**src/rtl/bcd_ctrl_pkg.sv**
```systemverilog
// Shared types and constants for the two-digit BCD countdown controller.
package bcd_ctrl_pkg;

  localparam int unsigned BCD_W = 4;
  localparam logic [BCD_W-1:0] BCD_MAX = 4'd9;

  typedef enum logic [1:0] {
    ST_IDLE  = 2'd0,
    ST_RUN   = 2'd1,
    ST_PAUSE = 2'd2,
    ST_DONE  = 2'd3
  } state_t;

  // Any non-decimal nibble is treated as the largest legal digit.
  function automatic logic [BCD_W-1:0] bcd_clamp(input logic [BCD_W-1:0] d);
    return (d > BCD_MAX) ? BCD_MAX : d;
  endfunction

endpackage

```
**src/rtl/bcd_countdown_ctrl_tick_gen.sv**
```systemverilog
// Prescaler: counts 0..DIV-1 while enabled, tick is high during the wrap cycle.
module tick_gen #(
  parameter int unsigned DIV = 4
) (
  input  logic clk,
  input  logic rst,
  input  logic clr,
  input  logic en,
  output logic tick
);

  localparam int unsigned CNT_W = $clog2(DIV);
  localparam logic [CNT_W-1:0] CNT_MAX = CNT_W'(DIV - 1);

  logic [CNT_W-1:0] cnt;

  // Counter holds its value when disabled so a paused period resumes where it left off.
  always_ff @(posedge clk) begin
    if (rst || clr) begin
      cnt <= '0;
    end else if (en) begin
      cnt <= (cnt == CNT_MAX) ? '0 : cnt + CNT_W'(1);
    end
  end

  assign tick = en && (cnt == CNT_MAX);

endmodule

```
**src/rtl/bcd_countdown_ctrl.sv**
```systemverilog
// Two-digit BCD countdown: start/pause/done sequencing, 1 Hz decrement, digit scan mux.
module bcd_countdown_ctrl
  import bcd_ctrl_pkg::*;
#(
  parameter int unsigned     CLK_DIV   = 100_000_000,
  parameter int unsigned     SCAN_DIV  = 100_000,
  parameter logic [BCD_W-1:0] INIT_TENS = 4'd5,
  parameter logic [BCD_W-1:0] INIT_ONES = 4'd9
) (
  input  logic             clk,
  input  logic             rst,
  input  logic             start,
  input  logic             pause,
  input  logic             load,
  input  logic [BCD_W-1:0] load_tens,
  input  logic [BCD_W-1:0] load_ones,
  output logic [BCD_W-1:0] bcd_tens,
  output logic [BCD_W-1:0] bcd_ones,
  output logic [BCD_W-1:0] bcd_out,
  output logic             digit_sel,
  output logic             running,
  output logic             done
);

  state_t           state, state_n;
  logic [BCD_W-1:0] tens_n, ones_n;
  logic [BCD_W-1:0] reload_tens, reload_ones, reload_tens_n, reload_ones_n;
  logic [BCD_W-1:0] dec_tens, dec_ones;
  logic             sel_n;
  logic             count_tick, scan_tick, count_clr;
  logic             is_zero;

  assign is_zero   = (bcd_tens == '0) && (bcd_ones == '0);
  assign count_clr = (state == ST_IDLE) && start && !load && !is_zero;

  tick_gen #(.DIV(CLK_DIV)) u_count_tick (
    .clk  (clk),
    .rst  (rst),
    .clr  (count_clr),
    .en   (state == ST_RUN),
    .tick (count_tick)
  );

  tick_gen #(.DIV(SCAN_DIV)) u_scan_tick (
    .clk  (clk),
    .rst  (rst),
    .clr  (1'b0),
    .en   (1'b1),
    .tick (scan_tick)
  );

  // One-step BCD decrement with borrow from the tens digit.
  always_comb begin
    dec_ones = (bcd_ones != '0) ? bcd_ones - BCD_W'(1) : BCD_MAX;
    dec_tens = (bcd_ones != '0) ? bcd_tens : bcd_tens - BCD_W'(1);
  end

  // Next-state, next-digit and scan-select decode.
  always_comb begin
    state_n       = state;
    tens_n        = bcd_tens;
    ones_n        = bcd_ones;
    reload_tens_n = reload_tens;
    reload_ones_n = reload_ones;
    sel_n         = digit_sel ^ scan_tick;
    unique case (state)
      ST_IDLE: begin
        if (load) begin
          tens_n        = bcd_clamp(load_tens);
          ones_n        = bcd_clamp(load_ones);
          reload_tens_n = bcd_clamp(load_tens);
          reload_ones_n = bcd_clamp(load_ones);
        end else if (start) begin
          state_n = is_zero ? ST_DONE : ST_RUN;
        end
      end
      ST_RUN: begin
        if (count_tick) begin
          tens_n = dec_tens;
          ones_n = dec_ones;
        end
        // A tick reaching 00 takes priority over a coincident pause.
        if (count_tick && (dec_tens == '0) && (dec_ones == '0)) begin
          state_n = ST_DONE;
        end else if (pause) begin
          state_n = ST_PAUSE;
        end
      end
      ST_PAUSE: begin
        if (start && !pause) begin
          state_n = ST_RUN;
        end
      end
      ST_DONE: begin
        if (start) begin
          state_n = ST_IDLE;
          tens_n  = reload_tens;
          ones_n  = reload_ones;
        end
      end
      default: state_n = ST_IDLE;
    endcase
  end

  // State, digits, reload value and all outputs registered together.
  always_ff @(posedge clk) begin
    if (rst) begin
      state       <= ST_IDLE;
      bcd_tens    <= INIT_TENS;
      bcd_ones    <= INIT_ONES;
      reload_tens <= INIT_TENS;
      reload_ones <= INIT_ONES;
      digit_sel   <= 1'b0;
      bcd_out     <= INIT_ONES;
      running     <= 1'b0;
      done        <= 1'b0;
    end else begin
      state       <= state_n;
      bcd_tens    <= tens_n;
      bcd_ones    <= ones_n;
      reload_tens <= reload_tens_n;
      reload_ones <= reload_ones_n;
      digit_sel   <= sel_n;
      bcd_out     <= sel_n ? tens_n : ones_n;
      running     <= (state_n == ST_RUN);
      done        <= (state_n == ST_DONE);
    end
  end

endmodule
```
**config.mk**
```make
export PLATFORM = sky130hd
export DESIGN_NAME = bcd_countdown_ctrl
export DESIGN_NICKNAME = d
export VERILOG_FILES = /design/src/rtl/bcd_ctrl_pkg.sv /design/src/rtl/bcd_countdown_ctrl_tick_gen.sv /design/src/rtl/bcd_countdown_ctrl.sv
export SDC_FILE = /design/constraint.sdc
export NUM_CORES = 1
export LEC_CHECK = 0
export ABC_AREA = 1
export BUFFER_PORTS_ARGS = -buffer_cell sky130_fd_sc_hd__buf_2
export CORE_MARGIN = 5
export CORE_UTILIZATION = 50
export DETAILED_ROUTE_END_ITERATION = 6
export PLACE_DENSITY = 0.73
export SETUP_SLACK_MARGIN = 0.5
export SLEW_MARGIN = 20
export SYNTH_ARGS = -nofsm -noshare
export SYNTH_HDL_FRONTEND = slang
export SYNTH_HIERARCHICAL = 1
export SYNTH_SLANG_ARGS = --single-unit
```
**constraint.sdc**
```tcl
create_clock -name clk -period 3.6 [get_ports clk]
set_clock_uncertainty 0.2 [all_clocks]
set_input_delay 0.36 -clock clk [delete_from_list [all_inputs] [get_ports clk]]
set_output_delay 0.36 -clock clk [all_outputs]
set_load 0.02 [all_outputs]
```
; ---- Word-level counts from Yosys, hierarchy flattened
; Cells that the tools add are included.
[totals]
out_inout_bits = 15
mem_count = 0
inputBits = 13
regBits = 69
romBits = 0
wordCells = 67
latchBits = 0
ram_bits = 0
[classes]
n_shift = 0
div = 0
n_lt_le_gt_ge = 2
addsub = 4
n_reduce_logical = 20
muxes = 22
bitwise_logic = 1
eq_ne = 7
n_mul = 0
[op_table]
columns = cell, count
row1 = $mux W4, 11
row2 = $add A27 B1 Y27 const B, 1
row3 = $eq A27 B27 Y1 const B, 1
row4 = $mux W27, 1
row5 = $pmux W4 S3, 2
row6 = $add A17 B1 Y17 const B, 1
row7 = $eq A17 B17 Y1 const B, 1
row8 = $logic_not A4 Y1, 4
row9 = $mux W2, 7
row10 = $gt A4 B4 Y1 const B, 2
row11 = $logic_and A1 B1 Y1, 8
row12 = $pmux W2 S4, 1
row13 = $sub A4 B1 Y4 const B, 2
row14 = $eq A2 B2 Y1 const B, 3
row15 = $eq A2 B1 Y1 const B, 2
row16 = $reduce_bool A4 Y1, 1
row17 = $logic_not A1 Y1, 3
row18 = $logic_not A2 Y1, 1
row19 = $reduce_and A2 Y1, 1
row20 = $reduce_or A2 Y1, 1
row21 = $logic_or A1 B1 Y1, 1
row22 = $xor A1 B1 Y1, 1

; ---- Longest topological paths before layout
; Gate-level depths: netlist of run 1.
[logic_depth]
depth_word = 8
depth_mapped = 19
mapped_depth_nobuf = 17

; ---- Hierarchy
; Netlist of run 1, hierarchy kept.
[by_module_without_submodules]
columns = mod, cells_per_inst, seq_area_each_um2, area_each_um2, instances
row1 = tick_gen at u_count_tick, 214, 540.5, 1466.4, 1
row2 = bcd_countdown_ctrl, 224, 500.5, 1457.6, 1
row3 = tick_gen at u_scan_tick, 153, 340.3, 970.9, 1

; ---- Least setup slack after synthesis of run 1
; OpenSTA, ideal clock, no wires.
[synth_path]
path_kind = reg-to-reg
from = reg state[0]
to = reg bcd_tens[2]
setup_ns = 0.123
n_path_buf = 2
stages_incl_launch_ff = 17
arrival_time_ns = 2.060
setup_slack_ns = 1.217
synth_period_minus_slack_ns = 2.383
required_time_ns = 3.277
path_cell_list = dfxtp_1 > inv_1 > nor2_1 > buf_4 > nand2_1 > inv_1 > nand2_1 > nor2_1 > nand2_2 > nor2_2 > clkbuf_2 > inv_1 > nand2_1 > nor2_1 > nor2_1 > o211ai_1 > or2_2
[synth_via]
elab_chain_len = 4
word_cells_on_any_way = 6
classes_between = 2 x eq/ne / 2 x mux / 2 x reduce/logical
[synth_lines]
columns = element, line_no
row1 = "start, declared", bcd_countdown_ctrl.sv:25  ; state_t state, state_n;
row2 = "start signal, assigned", bcd_countdown_ctrl.sv:118  ; state <= state_n;
row3 = $eq A2 B1 Y1, bcd_countdown_ctrl.sv:40  ; .en (state == ST_RUN),
row4 = $logic_and A1 B1 Y1, bcd_countdown_ctrl_tick_gen.sv:26  ; assign tick = en && (cnt == CNT_MAX);
row5 = net count_tick, bcd_countdown_ctrl.sv:30  ; logic count_tick, scan_tick, count_clr;
row6 = $mux W4, bcd_countdown_ctrl.sv:78  ; if (count_tick) begin
row7 = $pmux W4 S3, bcd_countdown_ctrl.sv:66  ; unique case (state)
row8 = "end signal, assigned", bcd_countdown_ctrl.sv:119  ; bcd_tens <= tens_n;
row9 = "end, declared", bcd_countdown_ctrl.sv:17  ; output logic [BCD_W-1:0] bcd_tens,
; The timed path passes the listed nets, and every way through them passes these cells.
; A chain may end at the register's enable or synchronous reset.

; ---- Worst setup path in the final report of run 1
; Same ends and word-level chain as after synthesis.

==> flow_results.org, run 1 <==
** Timing
- The number of slew-limit violations in the final report came to 0.
- Setup total negative slack on the finished layout was measured at 0 ns.
- Setup violations, final :: 0
- Setup repair after global routing left no endpoint under its margin.
- Total count of hold-check failures in the final report :: 0
- Worst setup slack after layout :: 1.011 ns
- Share of the clock period used by the worst path :: 71.90%
- Min cycle time layout :: 2.589 ns
- Maximum achievable frequency :: 0.3863 GHz

** Synthesis
- Summing every instance area after synthesis gives 3895 um^2.
- Number of synthesized flops with an enable pin :: 0
- The commonest cells after synthesis are sky130_fd_sc_hd__nand2_1 (153), sky130_fd_sc_hd__nor2_1 (105), sky130_fd_sc_hd__dfxtp_1 (69), sky130_fd_sc_hd__inv_1 (68), sky130_fd_sc_hd__nand3_1 (31).
- Counting flops and latches in the post-synthesis netlist gives between 60 and 70.
- Synth Flop Type :: sky130_fd_sc_hd__dfxtp_1
- Cells after synthesis :: 591
- For this run, the number of Yosys warnings is 6.
- A synthesized cell averages ~6.6 um^2.
- Synth area leader :: sky130_fd_sc_hd__dfxtp_1
- Summing the sequential cell areas from Yosys gives between 30% and 40% of the chip area.
- Most frequently used cell type in the post-synthesis netlist :: sky130_fd_sc_hd__nand2_1
- Number of different library cells in the post-synthesis netlist :: 40
- For this run, asynchronously set or reset flops after synthesis account for 0%.
- The share of synthesized area in the top cell type comes to 35.46%.
- Synth area leaders :: sky130_fd_sc_hd__dfxtp_1 (35%), sky130_fd_sc_hd__nand2_1 (15%), sky130_fd_sc_hd__nor2_1 (10%), sky130_fd_sc_hd__inv_1 (6.6%), sky130_fd_sc_hd__nand3_1 (4.0%)

** Pwr
- In this run the static leakage power is approximately 1.9 nW.
- Dividing total power by cell area gives a power density of 381.7 nW/um^2.
- The completed layout was analyzed and its total power is 1.677 mW.
- The worst-case IR drop observed on VDD is 0.1846 mV.

** Worst setup path
- On the critical path the largest part of the delay comes from simple AND/OR/NAND/NOR gates.
- In this design, the stage delay of the slowest critical-path cell is 0.41 ns.
- Count of buffer and inverter cells on the critical path :: 4
- In this run the register-to-register setup slack is 1.01 ns.
- Among all stages on the critical path, the largest delay is contributed by sky130_fd_sc_hd__dfxtp_1.
- Required @ worst endpoint :: 3.65 ns
- The worst register-to-register path begins at state[0].
- The worst register-to-register path ends at bcd_tens[2].
- The critical path goes through inv_1, nor2_1, buf_4, nand2_1, inv_1, nand2_1, nor2_1, nand2_2, nor2_4, inv_1, nand2_1, nor2_1, nor2_1, o211ai_1, or2_2.
- At the worst endpoint, the arrival time is 2.63 ns.
- Most prevalent standard cell on the critical path :: sky130_fd_sc_hd__nor2_1
- STA classifies the critical path endpoint as a register.
- Logic depth of the worst register-to-register path :: 15
- The worst setup path is of the register to register kind.
- Of all nets on the critical path, the largest fanout is 16.
- Crit start category :: register

** Clocking
- Post-CTS timing repair inserted 0 buffers for setup.
- TritonCTS created 9 clock buffers.
- Clock-pin slew was measured on the worst setup and hold paths at 0.08 ns.
- Cts-stage hold buffer count :: 0
- For this design, the sink count on the clock tree is 69.
- Buffer levels on the longest clock path :: 2
- TritonCTS built the clock tree.
- H-tree lvl count :: 3
- The later pin in the worst-skew pair is clocked with a latency of 0.35 ns.
- CTS root buffer :: sky130_fd_sc_hd__clkbuf_8

** Detailed routing
- Remaining design rule violation count :: 0
- Avg WL per Cell :: 11.78 um
- Average via count per standard cell :: 4.953
- Drt first pass iters :: 5
- Final antenna-violating net count :: 0
- The final layout contains routed wiring with a total length of around 8.7 mm.
- Via count of the routed design :: 3,660
- The detailed router finished its first iteration with 144 violations.

** Placement
- Port Buffers :: 27
- Detailed placement ended at an HPWL of about 6.7 mm.
- Post-DP Area :: 4165 um^2
- Once placement completed, the tool counted placed cells totaling 723.
- Last weighted congestion value of the routability-driven placer :: 0.9085
- OpenSTA, run right after detailed placement, puts the worst setup slack at 0.8891 ns.

** Status
- The flow ran to the end, and the final reports show no timing, DRC or antenna violations.

** Die
- Starting utilization of the core area :: 50.93%
- I/O pins :: 28
- The die is just under 100 um wide.
- The core region is 7647 um^2.
- Number of placement rows :: 32
- Floorplan die area :: about 9700 um^2
- Die Ht :: 98.26 um

** Global routing
- Across every metal layer, demand over resource in global routing totals between 10% and 20%.
- For this run the aggregate overflow at the end of global routing stands at 0.
- Via count of the first global-routing pass :: 3,547
- Maximum number of pins on one net before global-route repair :: 17
- The number of antenna violations at the first check in global routing was 0.
- The first global-routing pass estimated 15.14 mm of wire.

** Cells and area
- Area Growth Syn to Fin :: 12.82%
- Final-stage net count :: 649
- 0 antenna diodes ended up in the layout.
- Fill cells in the final layout number about 760.
- Post-route insts no fill :: 739
- Cell area after layout :: 4394 um^2
- Proportion of layout cells with a drive suffix above 1 :: 16.80%

** Hold path
- Hold Path Cell Cnt :: 3
- Worst Hold Path EP :: reload_tens[2]
- In this run the worst hold path is classified as input pin to register.
- Hold wc startpoint :: load_tens[2]

** Flow run
- The tool flagged a number of max-cap violations equal to 0.
[registers in the layout, summed over array words and instances, names as in the netlist]
signal / count
done: 1
u_count_tick/cnt: 27
running: 1
digit_sel: 1
state: 2
bcd_tens: 4
reload_tens: 4
bcd_out: 4
reload_ones: 4
u_scan_tick/cnt: 17
bcd_ones: 4
[cell type report]
class / count / area (um^2) / area share [%]
well taps: 102 / 127.6 / 2.904
inverters: 80 / 300.3 / 6.834
clock buffers: 10 / 137.6 / 3.132
flip-flops and latches: 69 / 1381 / 31.44
repair buffers: 28 / 142.6 / 3.246
multi-input cells: 444 / 2218 / 50.48
clock inverters: 6 / 86.33 / 1.965
[through the flow]
step,hold slack [ns],util (%)
5_1_grt,0.1281,57.46
3_3_place_gp,0.2371,54.47
6_report,0.1115,57.46
2_1_floorplan,0.2252,-
3_5_place_dp,0.2442,54.47
4_1_cts,0.09377,57.40
[what timing repair did]
action / 4_1_cts / 5_1_grt
gates resized for setup: 0 / 1
endpoints found under the hold margin: 0 / 0
endpoints found under the setup margin: 0 / 1
[worst register-to-register path, cell delays in order (launching register included)]
cell                       delay, ns
sky130_fd_sc_hd__dfxtp_1        0.41
sky130_fd_sc_hd__inv_1          0.08
sky130_fd_sc_hd__nor2_1         0.10
sky130_fd_sc_hd__buf_4          0.23
sky130_fd_sc_hd__nand2_1        0.07
sky130_fd_sc_hd__inv_1          0.05
sky130_fd_sc_hd__nand2_1        0.04
sky130_fd_sc_hd__nor2_1         0.13
sky130_fd_sc_hd__nand2_2        0.11
sky130_fd_sc_hd__nor2_4         0.24
sky130_fd_sc_hd__inv_1          0.17
sky130_fd_sc_hd__nand2_1        0.12
sky130_fd_sc_hd__nor2_1         0.04
sky130_fd_sc_hd__nor2_1         0.11
sky130_fd_sc_hd__o211ai_1       0.11
sky130_fd_sc_hd__or2_2          0.28
[cells by family after synthesis]
| group | Yosys count | synth area share [%] |
|---|---|---|
| flip-flops | 69 | 35.46 |
| other | 2 | 0.1928 |
| AO/OA/AOI/OAI | 57 | 8.641 |
| multiplexers | 1 | 0.2570 |
| adder cells (fa/ha/maj) | 4 | 1.285 |
| XOR/XNOR | 16 | 3.598 |
| buffers and inverters | 84 | 8.288 |
| AND/OR/NAND/NOR | 358 | 42.27 |
[placed cells by master (no fill, tap or decap), types with 10 or more instances in the layout]
cell type / netlist / layout
sky130_fd_sc_hd__o21ai_0: 13 / 13
sky130_fd_sc_hd__inv_1: 68 / 68
sky130_fd_sc_hd__inv_2: 11 / 11
sky130_fd_sc_hd__dfxtp_1: 69 / 69
sky130_fd_sc_hd__nor2_2: 16 / 15
sky130_fd_sc_hd__nand3_1: 31 / 31
sky130_fd_sc_hd__a21oi_1: 27 / 27
sky130_fd_sc_hd__nor2_1: 105 / 105
sky130_fd_sc_hd__nand2_2: 11 / 11
sky130_fd_sc_hd__clkbuf_8: 0 / 10
sky130_fd_sc_hd__xor2_1: 13 / 13
sky130_fd_sc_hd__nand2_1: 153 / 153
sky130_fd_sc_hd__buf_2: 2 / 27
sky130_fd_sc_hd__nor2_4: 11 / 12
[per-layer routing]
metal  part of all wire [%]  up-vias  GRT usage, %
li1                       -     1918             -
met3                    5.2       14         4.857
met4                    1.2        0         6.303
met2                     49       75         32.41
met5                      0        -             0
met1                     44     1653         22.90
[power breakdown]
group / internal (mW) / total (mW) / switching (mW)
logic: 0.0551 / 0.171 / 0.116
clock network: 0.407 / 0.705 / 0.298
registers: 0.783 / 0.802 / 0.0183
[worst max-delay path by stage]
stage / from / to / slack [ns] / cells past startpoint
global route: state[0] / bcd_out[1] / 0.69 / 18
global placement: state[0] / bcd_tens[2] / 1.05 / 15
finish: state[0] / bcd_tens[2] / 1.01 / 15
CTS: state[0] / bcd_tens[2] / 0.88 / 15
detailed placement: state[0] / bcd_tens[2] / 0.89 / 15
floorplan: state[0] / bcd_tens[2] / 1.22 / 16
No activity file was read; power rests on OpenSTA's default activity.
==> run 2, diff against run 1 <==
clock period = 2.4 ns   (was 3.6 ns; I/O delays follow)
==> run 2 against run 1 <==
  * Design area grew 11%
  * Sequential power increased by 50%
  * Hold slack worse by 0.087 ns
  * Critical path type unchanged
  * Critical endpoint unchanged
==> flow_results.org, run 2 (synthesized netlist as in run 1, its figures left out) <==
** Status
- Status :: finished clean

** Worst setup path
- The largest individual stage delay along the critical path comes from the cell sky130_fd_sc_hd__dfxtp_2.
- The setup check on the worst reg-to-reg path leaves a slack of 0.29 ns.
- Worst Setup SP :: u_count_tick/cnt[0]
- Required @ worst endpoint :: around 2.5 ns
- Worst setup EP type :: register
- STA classifies the critical path startpoint as a register.
- The worst setup path is of the register to register kind.
- Crit path max fanout :: 6
- Counting cells, the worst reg-to-reg path comes to 13.
- Arrival time at the worst endpoint :: 2.16 ns
- In this design, the largest share of critical-path delay is due to simple AND/OR/NAND/NOR gates.
- The worst register-to-register path ends at bcd_tens[2].
- In this run the critical register-to-register path is launched from u_count_tick/cnt[0].
- The critical path goes through ha_4, nand2_4, nor2_4, nand2_2, inv_2, nand2_4, nor2_4, clkinv_4, nand2_4, nor2_2, nor2_1, o211ai_1, or2_4.
- Count of buffer and inverter cells on the critical path :: 2
- Counting stages on the worst path, the most repeated cell is sky130_fd_sc_hd__nand2_4.
- For this run, the slowest stage of the critical path takes 0.36 ns.

** Placement
- Last weighted congestion value of the routability-driven placer :: 0.9392
- OpenSTA, run right after detailed placement, puts the worst setup slack at 0.08962 ns.
- Detailed placer's ending HPWL :: around 6.5 mm
- Port Buffers :: 27

** Die
- Starting utilization of the core area :: 50.93%
- Core area :: between 7000 and 8000 um^2
- Measured along the y axis, the die boundary spans 98.26 um.
- Floorplan die area :: 9655 um^2
- Number of placement rows :: 32
- Die extent in x :: 98.26 um
- Pin placement for this block handled 28 I/O pins.

** Pwr
- Power density normalized to cell area :: slightly above 500 nW/um^2
- Total power of the final layout :: 2.524 mW
- Internal power comes to 1.826 mW.
- Peak supply drop :: ~0.29 mV
- In this run, flip-flops and latches consume 47.6% of the power.
- Of the total power, the share spent switching nets is 27.66%.
- Combinational logic is responsible for 12.3% of the overall power.
- The analysis attributes to cell leakage a power of 2.115 nW.
- Clock power frac :: between 40% and 50%
- Net switching power :: approximately 0.70 mW

** Detailed routing
- Wire length on met3 :: 518 um
- Drt first pass iters :: 4
- Average via count per standard cell :: around 5
- Avg WL per Cell :: approximately 12 um
- In this run, the number of DRC markers left after iteration 0 of detailed routing was 133.
- Routed length on met1 :: 4.207 mm
- Highest signal layer in the routed design :: met4
- The final route contains 3,866 vias.
- Met2 layer wire length in the routed design :: 4.619 mm
- Sum of routed wire length over all layers :: 9.544 mm
- Remaining design rule violation count :: 0
- Final antenna-violating net count :: 0

** Timing
- The number of slew-limit violations in the final report was 0.
- The number of hold-slack violations in the final timing report was 0.
- For this run, the top clock speed supported by timing is between 0.4 and 0.5 GHz.
- The worst path meets setup with 0.2901 ns of slack.
- Setup violations, final :: 0
- Setup repair after global routing missed its margin :: yes
- The smallest clock period supported by the final layout is computed as 2.110 ns.
- Share of the clock period used by the worst path :: 87.91%
- Setup total negative slack on the finished layout was measured at 0 ns.

** Cells and area
- The number of antenna diodes in the final layout is 0.
- Max FFs per register :: 27
- Leading cell types in the layout, fill and taps excluded :: sky130_fd_sc_hd__nand2_1 (146), sky130_fd_sc_hd__nor2_1 (92), sky130_fd_sc_hd__inv_1 (59), sky130_fd_sc_hd__dfxtp_1 (58), sky130_fd_sc_hd__buf_4 (34)
- Biggest regs :: u_count_tick/cnt x27, u_scan_tick/cnt x17
- The area growth from synthesis to layout is 25.76%.
- The post-route netlist has 28.11% of its cells at a drive strength greater than 1.
- Leaving out fill and tap cells, the most frequent cell in the layout is sky130_fd_sc_hd__nand2_1.
- Final-stage net count :: 688
- More flip-flops sit in one register than any other, and that register is u_count_tick/cnt.

** Global routing
- Maximum number of pins on one net before global-route repair :: 16
- Final global-route overflow total :: 0
- Gr usage total :: 19.65%
- Number of antenna violations at the first check in global routing :: 0
- The first global-routing pass estimated 15.75 mm of wire.
- Via count of the first global-routing pass :: 3,644

** Hold path
- The startpoint identified for the worst hold timing path is load_tens[3].
- Hold Path Cell Cnt :: 4
- Worst Hold Path EP :: reload_tens[2]
- The min-delay analysis places its worst path in the category input pin to register.

** Clocking
- In this run, CTS created clock tree buffers numbering 9.
- Clock latency reported for the late side of the worst-skew pair :: between 0.3 and 0.4 ns
- The tree is rooted in a sky130_fd_sc_hd__clkbuf_8.
- For this design, the sink count on the clock tree is 69.
- The H-tree was split into 3 levels.
- Buffer levels on the longest clock path :: 2
- Clock transition at the register clock pins on the worst setup and hold paths after CTS :: around 0.08 ns
- TritonCTS built the clock tree.

** Flow run
- Across the run, the number of max-cap violations was 0.
==> run 2: how the worst max path moves through the flow <==
stage             endpoint  slack, ns  depth (start not counted)
2_1_floorplan  bcd_tens[2]       0.22                         16
3_3_place_gp    bcd_out[1]       0.16                         16
3_5_place_dp   bcd_tens[2]       0.09                         13
4_1_cts        bcd_tens[2]       0.42                         13
5_1_grt        bcd_tens[2]       0.17                         13
6_report       bcd_tens[2]       0.29                         13
==> run 2: final cells by class <==
class	instances	area [um^2]
clock buffers	11	151.4
inverters	80	312.8
flip-flops and latches	69	1408
clock inverters	5	58.81
fillers	672	2749
well taps	102	127.6
repair buffers	67	452.9
multi-input cells	444	2387
==> run 2: metrics by stage <==
step,hold slack [ns],utilization [%],instances,instance area (um^2)
3_5_place_dp,0.2473,54.97,725,4204
4_1_cts,0.01302,61.24,761,4683
3_3_place_gp,0.2343,54.97,725,4204
2_1_floorplan,0.2164,-,597,3954
6_report,0.02448,64.05,778,4898
5_1_grt,0.05267,64.05,778,4898
==> run 2: per-layer routing <==
layer	global-route usage, %	vias to the layer above
li1	-	2004
met1	23.53	1739
met2	33.25	102
met3	4.357	21
met4	9.559	0
met5	0	-
==> run 2: what timing repair did <==
item / in CTS / in global routing
resized for setup: 34 / 32
buffers inserted: 16 / 17
setup endpoints to repair: 26 / 39
endpoints found under the hold margin: 4 / 0
hold buffers: 4 / 0
pin swaps: 13 / 13
==> run 2: worst min-delay path: stages <==
cell and delay (ns):
sky130_fd_sc_hd__buf_2 0.07, sky130_fd_sc_hd__inv_1 0.05, sky130_fd_sc_hd__nand3_1 0.09, sky130_fd_sc_hd__o211ai_1 0.08
==> run 2: power groups by stage <==
| stage | Sequential (mW) | Combinational, mW | Clock (mW) |
|---|---|---|---|
| after floorplan | 1.24 | 0.167 | 0 |
| after global placement | 1.23 | 0.254 | 0 |
| after detailed placement | 1.23 | 0.257 | 0 |
| after CTS | 1.20 | 0.273 | 1.03 |
| after global routing | 1.21 | 0.343 | 1.08 |
| final | 1.20 | 0.310 | 1.01 |
==> run 3, diff against run 2 <==
BUFFER_PORTS_ARGS = unset   (was -buffer_cell sky130_fd_sc_hd__buf_2)
DONT_BUFFER_PORTS = 1   (was unset)
PLACE_DENSITY = 0.7   (was 0.73)
==> run 3 against run 2 <==
  * Wire length is 1.2% higher
  * Sequential power about the same
  * Clock-buffer cell count decreased by 1
  * Clock power fell by 20%
  * Sequential share of layout area is 0.79 points higher
  * Maximum frequency up 3.3%
  * Register-to-register slack gained 0.07 ns
  * Design area down 2.8%
  * Critical path depth up 3
  * Non-clock buffer count fell by 27
  * Critical path type unchanged
  * Largest power group unchanged
  * Highest routed layer unchanged
==> flow_results.org, run 3 (synthesized netlist as in run 1, its figures left out) <==
** Die
- I/O pins :: 28
- Core area :: approximately 7600 um^2
- Row generation in the floorplan step produced 32 rows.
- The die covers ~9700 um^2.
- Once the floorplan was initialized, standard cells occupied 50.93% of the core.
- The die is 98.26 um wide.
- Measured along the y axis, the die boundary spans a little under 100 um.

** Worst setup path
- Arrival time at the worst endpoint :: 2.09 ns
- Gate family responsible for the most delay along the worst path :: simple AND/OR/NAND/NOR gates
- In this run the worst setup path begins at u_count_tick/cnt[0].
- Launching point of the worst reg2reg path :: u_count_tick/cnt[0]
- The largest single stage delay on the critical path is 0.36 ns.
- Along the worst path, the maximum fanout reaches 6.
- STA classifies the critical path startpoint as a register.
- Worst Path Class, Setup :: register to register
- Required @ worst endpoint :: 2.45 ns
- Worst setup EP type :: register
- Among all stages on the critical path, the largest delay is contributed by sky130_fd_sc_hd__dfxtp_2.
- Critical path cell sequence :: ha_4, nand2_4, nor2_4, nand2_2, inv_2, nand2_4, nor2_4, inv_6, nor2_4, o21ai_2, nand2_1, nand4_1, nand2_1, nand2_1, o21ai_1, inv_1
- The number of buffers and inverters on the critical path is 3.

** Timing
- Worst hold-check slack :: a little over 0.007 ns
- Number of slew-limit violations in the final report :: 0
- Share of the clock period used by the worst path :: 85.13%
- Static timing analysis puts the maximum clock frequency at 0.4895 GHz.
- Setup TNS :: 0 ns
- Setup repair after global routing missed its margin :: yes
- In this run the tightest slew margin relative to its limit is 64.39%.
- Total count of hold-check failures in the final report :: 0
- Setup violations remaining at the end of the flow were counted as 0.
- Across all setup checks in the final design, the least slack found is 0.3570 ns.
- Min cycle time layout :: 2.043 ns
- For the pin with the worst max-slew slack, the measured transition is 0.5323 ns.

** Placement
- Summed over all nets, the half-perimeter wirelength after detailed placement is between 6 and 7 mm.
- Last weighted congestion value of the routability-driven placer :: 0.9174
- In this run the cell area measured after placement is between 4000 and 5000 um^2.
- In this run the tool buffered the top-level ports with 0 buffer cells.
- Place WS :: 0.04019 ns

** Cells and area
- Across the whole layout, storage elements account for 1405 um^2.
- Biggest regs :: u_count_tick/cnt x27, u_scan_tick/cnt x17
- Leading cell type in the layout, fill and taps excluded :: sky130_fd_sc_hd__nand2_1
- After routing the design area is 4760 um^2.
- Multi-input gate area :: 2385 um^2
- Leaving out fill and tap cells, the most frequent cells in the layout are sky130_fd_sc_hd__nand2_1 (148), sky130_fd_sc_hd__nor2_1 (91), sky130_fd_sc_hd__inv_1 (62), sky130_fd_sc_hd__dfxtp_1 (58), sky130_fd_sc_hd__nand3_1 (28).
- Filler Cells Inserted :: 675
- The register with the most flip-flops in the layout has 27 of them.
- The repair_antennas step left the layout with diodes totalling 0.
- Final-stage net count :: 661
- Relative to the synthesized area, the layout overhead comes to 22.20%.
- Register with the most flip-flops :: u_count_tick/cnt
- Proportion of layout cells with a drive suffix above 1 :: 22.60%

** Clocking
- CTS built an H-tree with a depth of 3.
- Cts bufs inserted :: 9
- Clock latency reported for the late side of the worst-skew pair :: 0.35 ns
- In this run the clock root is driven by a sky130_fd_sc_hd__clkbuf_8.
- Clock transition at the register clock pins on the worst setup and hold paths after CTS :: roughly 0.070 ns
- Buffer levels on the longest clock path :: 2
- The clock net in this run drives a total of 69 sinks.
- TritonCTS built the clock tree.

** Pwr
- Sequential cells burn 52.8% of the power.
- Pint :: 1.667 mW
- In this run switching power makes up about 28% of total power.
- The analysis attributes to cell leakage a power of 1.989 nW.
- Peak supply drop :: approximately 0.26 mV
- Summed over all nets, the switching power comes to approximately 0.64 mW.
- The share of total power dissipated in combinational logic is around an eighth.
- Dividing total power by cell area gives a power density of 485.6 nW/um^2.
- Clock power frac :: a little over a third

** Detailed routing
- Final antenna-violating net count :: 0
- The first detailed-routing pass took 4 iterations.
- After detailed routing, the number of vias per cell comes to 5.019.
- Via count of the routed design :: 3,754
- Sum of routed wire length over all layers :: approximately 9.7 mm
- After detailed routing, the number of remaining DRC violations is 0.
- In this run, the number of DRC markers left after iteration 0 of detailed routing was between 150 and 200.
- In the final routed layout, each cell accounts on average for 12.92 um.

** Global routing
- Entering global routing, the biggest net connects 16 pins.
- Via count of the first global-routing pass :: 3,621
- After global routing the overflow that remains totals 0.
- Gr usage total :: between 20% and 30%
- The number of antenna violations at the first check in global routing was 0.
- Global-route wire length before repair :: about 16 mm

** Flow run
- The tool flagged a number of max-cap violations equal to 0.

** Hold path
- Hold wc startpoint :: pause
- Type of the worst min-delay path :: input pin to register

** Status
- The flow ran to the end, and the final reports show no timing, DRC or antenna violations.
run 3: layout make-up:
cell class | count | share of cell area [%]
Clock buffer | 10 | 2.892
Clock inverter | 3 | 0.3155
Inverter | 80 | 6.467
Multi-Input combinational cell | 444 | 50.11
Sequential cell | 69 | 29.52
Tap cell | 102 | 2.681
Timing Repair Buffer | 40 | 8.018
run 3: tightest hold or removal path: stages:
cell	delay [ns]
sky130_fd_sc_hd__nor2_1	0.02
sky130_fd_sc_hd__nand2_1	0.05
sky130_fd_sc_hd__nand2_1	0.07
sky130_fd_sc_hd__nand3_2	0.08
sky130_fd_sc_hd__nor2_2	0.04
run 3: metrics by stage:
stage / utilization (%) / total power, mW / instances
2_1_floorplan: - / 1.412 / 597
3_3_place_gp: 53.40 / 1.461 / 700
3_5_place_dp: 53.40 / 1.468 / 700
4_1_cts: 59.72 / 2.293 / 738
5_1_grt: 62.24 / 2.418 / 748
6_report: 62.24 / 2.311 / 748
run 3: what timing repair did:
action	in CTS	in global routing
endpoints found under the setup margin	36	44
pin swaps	10	11
endpoints found under the hold margin	35	0
buffers inserted	12	9
hold buffers	13	0
resized for setup	33	31
cloned	0	1
run 3: worst paths after layout:
check,end,slack (ns),depth (start not counted)
max,bcd_out[1],0.36,16
min,running,0.007,5
max reg2reg,bcd_out[1],0.36,16
min reg2reg,reload_ones[0],0.26,2
run 3: power groups by stage:
stage,clock network [mW],logic [mW],registers (mW)
after floorplan,0,0.167,1.24
after global placement,0,0.217,1.24
after detailed placement,0,0.223,1.24
after CTS,0.817,0.256,1.22
after global routing,0.873,0.321,1.22
final,0.803,0.289,1.22
run 3: per-layer routing:
metal	vias up	GRT usage (%)	routed length, um
li1	1939	-	-
met1	1722	25.21	4254
met2	76	33.77	4770
met3	17	4.786	471
met4	0	7.983	165
met5	-	0	0
